`config.mk`:
```
export PLATFORM = sky130hd
export DESIGN_NAME = reg_file_mp
export DESIGN_NICKNAME = d
export VERILOG_FILES = /design/src/rtl/noobs_pkg.sv /design/src/rtl/reg_file_scoreboard.sv /design/src/rtl/reg_file_mp.sv
export SDC_FILE = /design/constraint.sdc
export NUM_CORES = 1
export LEC_CHECK = 0
export ABC_AREA = 1
export ABC_CLOCK_PERIOD_IN_PS = 900
export CORE_ASPECT_RATIO = 0.75
export CORE_MARGIN = 10
export CORE_UTILIZATION = 51
export DETAILED_ROUTE_END_ITERATION = 7
export PLACE_DENSITY = 0.76
export SYNTH_ARGS = -nofsm -noshare
export SYNTH_HDL_FRONTEND = slang
export SYNTH_HIERARCHICAL = 1
export SYNTH_SLANG_ARGS = --single-unit
```
`constraint.sdc`:
```
create_clock -name clk -period 0.9 [get_ports clk]
set_input_delay 0.09 -clock clk [delete_from_list [all_inputs] [get_ports clk]]
set_output_delay 0.09 -clock clk [all_outputs]
set_load 0.005 [all_outputs]
```
`src/rtl/noobs_pkg.sv`:
```
// Shared NoobsCpu datapath constants and register-file index/data types.
package noobs_pkg;
    localparam int DEF_DATA_W   = 8;
    localparam int DEF_NUM_REGS = 8;
    localparam int DEF_NUM_RD   = 2;
    localparam int DEF_ADDR_W   = $clog2(DEF_NUM_REGS);

    typedef logic [DEF_ADDR_W-1:0] reg_idx_t;
    typedef logic [DEF_DATA_W-1:0] reg_data_t;
endpackage

```
`src/rtl/reg_file_scoreboard.sv`:
```
// Pending-write scoreboard: busy flops, set/clear priority and per-port busy lookup.
// REG_FILE_MP_BYPASS_EN forwards a same-cycle write's busy clear to the read ports.
module reg_file_scoreboard #(
    parameter int NUM_REGS = 8,
    parameter int NUM_RD   = 2,
    parameter int ADDR_W   = 3
) (
    input  logic                           clk,
    input  logic                           reset,
    input  logic                           wr_en,
    input  logic [ADDR_W-1:0]              wr_sel,
    input  logic                           rsv_en,
    input  logic [ADDR_W-1:0]              rsv_sel,
    input  logic [NUM_RD-1:0]              rd_en,
    input  logic [NUM_RD-1:0][ADDR_W-1:0]  rd_sel,
    output logic [NUM_REGS-1:0]            busy_vec,
    output logic [NUM_RD-1:0]              rd_busy
);
    logic [NUM_RD-1:0] busy_lk;

    always_comb begin
        busy_lk = '0;
        for (int p = 0; p < NUM_RD; p++) begin
            busy_lk[p] = busy_vec[rd_sel[p]];
`ifdef REG_FILE_MP_BYPASS_EN
            if (wr_en && (wr_sel == rd_sel[p]))
                busy_lk[p] = rsv_en && (rsv_sel == rd_sel[p]);
`endif
        end
    end

    always_ff @(posedge clk) begin
        if (reset) begin
            busy_vec <= '0;
            rd_busy  <= '0;
        end else begin
            // Reservation is assigned last so it wins over a same-register write clear.
            if (wr_en)
                busy_vec[wr_sel] <= 1'b0;
            if (rsv_en)
                busy_vec[rsv_sel] <= 1'b1;
            for (int p = 0; p < NUM_RD; p++)
                rd_busy[p] <= rd_en[p] & busy_lk[p];
        end
    end
endmodule

```
`src/rtl/reg_file_mp.sv`:
```
// Parametrised multi-port register file with registered reads and a pending-write scoreboard.
// Define REG_FILE_MP_BYPASS_EN for same-cycle write-to-read forwarding.
module reg_file_mp
    import noobs_pkg::*;
#(
    parameter int  DATA_W   = DEF_DATA_W,
    parameter int  NUM_REGS = DEF_NUM_REGS,
    parameter int  NUM_RD   = DEF_NUM_RD,
    localparam int ADDR_W   = $clog2(NUM_REGS)
) (
    input  logic                     clk,
    input  logic                     reset,
    input  logic [NUM_RD-1:0]        rd_en,
    input  logic [NUM_RD*ADDR_W-1:0] rd_sel,
    output logic [NUM_RD*DATA_W-1:0] rd_data,
    output logic [NUM_RD-1:0]        rd_busy,
    input  logic                     wr_en,
    input  logic [ADDR_W-1:0]        wr_sel,
    input  logic [DATA_W-1:0]        wr_data,
    input  logic                     rsv_en,
    input  logic [ADDR_W-1:0]        rsv_sel,
    output logic [NUM_REGS-1:0]      busy_vec
);
    logic [NUM_REGS-1:0][DATA_W-1:0] regs;
    logic [NUM_RD-1:0][ADDR_W-1:0]   rd_sel_a;
    logic [NUM_RD-1:0][DATA_W-1:0]   rd_word;
    logic [NUM_RD-1:0][DATA_W-1:0]   rd_data_q;

    assign rd_sel_a = rd_sel;
    assign rd_data  = rd_data_q;

    for (genvar p = 0; p < NUM_RD; p++) begin : g_rd
`ifdef REG_FILE_MP_BYPASS_EN
        assign rd_word[p] = (wr_en && (wr_sel == rd_sel_a[p])) ? wr_data : regs[rd_sel_a[p]];
`else
        assign rd_word[p] = regs[rd_sel_a[p]];
`endif
    end

    always_ff @(posedge clk) begin
        if (reset) begin
            regs      <= '0;
            rd_data_q <= '0;
        end else begin
            if (wr_en)
                regs[wr_sel] <= wr_data;
            for (int p = 0; p < NUM_RD; p++)
                rd_data_q[p] <= rd_en[p] ? rd_word[p] : '0;
        end
    end

    reg_file_scoreboard #(
        .NUM_REGS (NUM_REGS),
        .NUM_RD   (NUM_RD),
        .ADDR_W   (ADDR_W)
    ) u_sb (
        .clk      (clk),
        .reset    (reset),
        .wr_en    (wr_en),
        .wr_sel   (wr_sel),
        .rsv_en   (rsv_en),
        .rsv_sel  (rsv_sel),
        .rd_en    (rd_en),
        .rd_sel   (rd_sel_a),
        .busy_vec (busy_vec),
        .rd_busy  (rd_busy)
    );
endmodule

```
* After elaboration in Yosys (flattened, before gate mapping)
Index checks and enable logic that the tools add are counted. W data, S select, Z words.
Operators by class: reductions and logical operators 4, multipliers 0, div/mod/pow operators 0, order comparisons 6, shift operators 0, mux-type cells 18, equal/unequal tests 0, add/subtract/negate cells 0, bitwise operators 7
Operators by type and width (count):
- $bwmux W64 | 1
- $bmux W8 S3 | 2
- $mux W8 | 6
- $demux W8 S3 | 1
- $lt A3 B4 Y1 const B | 4
- $and A8 B8 Y8 | 1
- $not A8 Y8 | 1
- $or A8 B8 Y8 | 1
- $bmux W1 S3 | 2
- $demux W1 S3 | 2
- $ge A3 B1 Y1 const B | 2
- $mux W1 | 4
- $reduce_or A2 Y1 | 2
- $and A1 B1 Y1 | 2
- $logic_and A1 B1 Y1 | 2
- $not A1 Y1 | 2
Word-level totals: output and inout bits 26, flip-flop bits (word level) 90, memories kept 0, memory bits (writable) 0, bits in read-only memories 0, word-level logic and storage cells 47, input port bits 26, latch bits 0

* Longest topological paths before layout
depth after elaboration 10, gate-level depth with buffers 8, gate-level depth less buffers 7

* Cells and area by module
The synthesis kept the hierarchy.
By module, submodules not included:
- reg_file_mp | sequential area each 1601.5 um2, area an instance 4234.1 um2, times used 1, cells each 682
- reg_file_scoreboard | sequential area each 200.2 um2, area an instance 574.3 um2, times used 1, cells each 96

* Worst setup path before layout
No wires, ideal clock.
kind in2reg, start point in rd_sel[3], end point reg rd_data_q (netlist bit rd_data[13]), setup slack 0.010 ns, arrival 0.776 ns, data required time 0.787 ns, setup time 0.113 ns, buffers on the path 2, stages on the path 8, path through buf_4 > inv_1 > buf_2 > nand2_1 > nand3_1 > nand2_1 > nor2_1 > nor2_1
On the way: cells in the longest elaborated chain, start to end 2
Ends and longest elaborated chain:
- start: declaration | line reg_file_mp.sv:14 | input logic [NUM_RD*ADDR_W-1:0] rd_sel,
- $bmux W8 S3 | line reg_file_mp.sv:36 | assign rd_word[p] = regs[rd_sel_a[p]];
- $mux W8 (not written as such) | line reg_file_mp.sv:36
- end signal: indexed assignment | line reg_file_mp.sv:48 | rd_data_q[p] <= rd_en[p] ? rd_word[p] : '0;
- end: declaration | line reg_file_mp.sv:27 | logic [NUM_RD-1:0][DATA_W-1:0] rd_data_q;
Every way passes these cells. The select of a mux whose other input is x is not followed. A chain may end at the register's enable or synchronous reset.

* Worst setup path after layout
start point reg u_sb.busy_vec[4], end point reg u_sb.rd_busy[0]
On the way: cells in the longest elaborated chain, start to end 3
Ends and longest elaborated chain:
- start: declaration | line reg_file_scoreboard.sv:16 | output logic [NUM_REGS-1:0] busy_vec,
- start signal: assignment | line reg_file_scoreboard.sv:34 | busy_vec <= '0;
- start signal: indexed assignment | line reg_file_scoreboard.sv:39 | busy_vec[wr_sel] <= 1'b0;
- start signal: indexed assignment | line reg_file_scoreboard.sv:41 | busy_vec[rsv_sel] <= 1'b1;
- $bmux W1 S3 | line reg_file_scoreboard.sv:24 | busy_lk[p] = busy_vec[rd_sel[p]];
- $mux W1 (not written as such) | line reg_file_scoreboard.sv:24
- $and A1 B1 Y1 | line reg_file_scoreboard.sv:43 | rd_busy[p] <= rd_en[p] & busy_lk[p];
- end signal: indexed assignment | line reg_file_scoreboard.sv:43
- end: declaration | line reg_file_scoreboard.sv:17 | output logic [NUM_RD-1:0] rd_busy
Every way passes these cells. The select of a mux whose other input is x is not followed.

==> flow_metrics.tcl <==
set metrics [dict create \
    status "finished, violations left" \
    violations "negative setup slack" \
    synth-seq-cells 90 \
    antenna_found_initial 0 \
    root_buffer "clkbuf_16" \
    p_per_area_nw_per_um2 1500 \
    rows 30 \
    diodes 0 \
    grt.overflow.total 0 \
    ctsLongestPathBuffers 2 \
    grt_max_degree 39 \
    yosysSeqAreaShare_pct 37.5 \
    synth_top_family_by_area "simple AND/OR/NAND/NOR gates" \
    peakVddDrop_mv 1.41 \
    holdWs_ns 0.158 \
    crit_path_frequent_cell "nand2_2" \
    start_util_pct 52.7 \
    clkLatencyLatePin_ns 0.35 \
    io_pins 52 \
    hold_violations 0 \
    multiInputGateArea_um2 2660 \
    cp.required_ns 1.14 \
    fin_crit_sh_pct 107 \
    syn_avg_cell_area_um2 6.18 \
    switching_power_mw 2.69 \
    area_growth_pct 34.9 \
    ys_types 21 \
    io_buffers 51 \
    synth_compound_area_share_pct 8.33 \
    endpoint_kind "register" \
    die-area_um2 13800 \
    layout_setup_ws_ns -0.0625 \
    cp_data_arrival_time_ns 1.20 \
    worst_slew_pin_slew_ns 0.415 \
    die_w_um 132 \
    postPlaceCellArea_um2 5790 \
    synthSimpleGateAreaFrac_pct 40.6 \
    yosysWarnings 6 \
    clkSlewWorstSetupHoldPaths_ns 0.06 \
    grt.busiest_layer "met2" \
    clkPwrFrac_pct 39.2 \
    htree_levels 3 \
    path_class "register to register" \
    synth_xor_area_share_pct 0 \
    p_int_mw 7.02 \
    drc 0 \
    ant_nets 0 \
    wl_per_cell_um 17.6 \
    synthesis.area_um2 4810 \
    layout-drive-gt1-share_pct 35.5 \
    cap_violations 0 \
    use_met2_pct 33.3 \
    dr.pass1.iters 6 \
    routed_wl_um 17500 \
    hold_path_class "primary input to register" \
    startpoint_type "register" \
    drtIter0Drc 763 \
    nets 887 \
    fin_crit_ns 0.963 \
    gr-usage-met1_pct 30.7 \
    die_h_um 104 \
    crit_chain "buf_6 -> nand2_4 -> nand3_2 -> nand2_2 -> nand2_2 -> nand2_1 -> nor2_1" \
    synthCells 778 \
    grt_usage_pct 22.8 \
    use_met3_pct 7.53 \
    synthAdderAreaFrac_pct 0 \
    rsz0062_at_grt "true" \
    swShare_pct 27.7 \
    gp_congestion 1.01 \
    crit_fanout 3 \
    vias 5536 \
    postCtsHoldBufs 0 \
    clock_sinks 90 \
    finClkSkew_ns 0.00803 \
    grt_pass1_wl_um 25700 \
    cpMaxStageDelayCell "dfxtp_2" \
    slew_viol_final 0 \
    fillers 724 \
    clock.fmax_mhz 1040 \
    final-setup-viol-count 5 \
    synth_nets 804 \
    rrSetupSlack_ns -0.06 \
    seqCellArea_um2 1880 \
    power.share.sequential_pct 42.9 \
    synthMuxAreaShare_pct 0 \
    cts_tree "done" \
    max_slew_margin_pct 72.3 \
    core_area_um2 9120 \
    place_hpwl_um 11600 \
    avgViaCountPerCell 5.57 \
    cts_buffers 9 \
    grt_pass1_vias 4966 \
    p_comb_share_pct 17.9 \
    design_area_um2 6480 \
    leakagePower_nw 3.00 \
    cpPeakStageDelay_ns 0.32 \
]
through the flow:
stage | std cells | setup slack, ns | TNS (ns) | util, % | power [mW]
after floorplan | 778 | 0.0104 | 0 | - | 5.06
after global placement | 971 | -0.619 | -45.38 | 63.5 | 5.71
after detailed placement | 971 | -0.653 | -47.58 | 63.5 | 5.74
after CTS | 987 | -0.0589 | -0.0984 | 66.4 | 9.47
after global routing | 994 | -0.0833 | -0.552 | 71.1 | 10.0
final | 994 | -0.0625 | -0.170 | 71.1 | 9.71
routing by layer:
layer | routed length (um) | vias to the layer above
met2 | 7530 | 382
met5 | 0 | -
met4 | 552 | 0
met3 | 2300 | 72
li1 | - | 2577
met1 | 7120 | 2505
registers in the layout, indices dropped and copies added (netlist names):
name           cells
rd_data           16
u_sb/busy_vec      8
regs              64
u_sb/rd_busy       2
path summary, 6_finish.rpt:
path | endpoint | from | cells past startpoint
setup / recovery | u_sb/rd_busy[0] | u_sb/busy_vec[4] | 7
hold / removal | u_sb/rd_busy[0] | rd_en[0] | 5
setup reg to reg | u_sb/rd_busy[0] | u_sb/busy_vec[4] | 7
hold reg to reg | regs[46] | regs[46] | 2
Yosys cell counts:
library cell / n / area, um^2
buf_4: 7 / 52.6
nand4_1: 8 / 50.1
nand2_4: 5 / 56.3
inv_1: 87 / 327
nand3_1: 88 / 440
clkbuf_2: 1 / 5.00
nand2_1: 319 / 1200
clkinv_4: 4 / 35.0
buf_6: 8 / 90.1
nor2_2: 3 / 18.8
o21ai_0: 8 / 40.0
clkinv_2: 2 / 10.0
dfxtp_1: 90 / 1800
nor2_4: 2 / 22.5
nor2_1: 40 / 150
clkbuf_1: 10 / 37.5
inv_2: 6 / 22.5
a21oi_1: 72 / 360
buf_1: 2 / 7.51
buf_2: 13 / 65.1
nand2_2: 3 / 18.8
critical path: cells and delay by family, from the launching register on:
kind          cells  cell delay (ns)
simple gates      6             0.41
flops             1             0.32
buf+inv           1             0.12
what timing repair did:
| action | 4_1_cts | 5_1_grt |
|---|---|---|
| setup buffers | 0 | 5 |
| gates resized for setup | 157 | 163 |
| endpoints found under the setup margin | 115 | 73 |
| cloned | 0 | 2 |
| pin swaps | 12 | 42 |
power groups by stage:
| stage | sequential, mW | combinational [mW] | clock (mW) |
|---|---|---|---|
| final | 4.16 | 1.74 | 3.81 |
| after CTS | 4.15 | 1.50 | 3.83 |
| after global routing | 4.17 | 1.85 | 4.00 |
| after global placement | 4.23 | 1.48 | 0 |
| after detailed placement | 4.23 | 1.50 | 0 |
| after floorplan | 4.23 | 0.830 | 0 |
cell families after synthesis:
family | count (synthesis)
AOI/OAI and AO/OA | 80
buffers and inverters | 140
DFF | 90
and+or+nand+nor | 468
layout make-up:
cell class / instances / area share [%]
Timing Repair Buffer: 113 / 16.7
Clock inverter: 5 / 0.830
Inverter: 99 / 6.27
Sequential cell: 90 / 28.9
Tap cell: 128 / 2.47
Multi-Input combinational cell: 548 / 41.0
Clock buffer: 11 / 3.74
cell usage in the layout (no fill, tap or decap), types with 2 or more instances in the layout:
cell type,instances
nand2_1,287
a21oi_1,72
nand3_1,54
dfxtp_2,54
inv_1,47
inv_2,41
buf_4,38
nand2_2,34
nand3_2,34
dfxtp_1,34
nor2_1,28
buf_2,23
clkdlybuf4s50_1,15
buf_12,14
buf_6,12
nor2_2,11
clkbuf_16,11
o21ai_0,8
nand4_1,8
nor2_4,6
nand2_4,6
clkinv_4,5
clkinv_2,5
inv_4,5
clkbuf_2,4
dlygate4sd2_1,3
dfxtp_4,2
No activity file was read; power rests on OpenSTA's default activity.
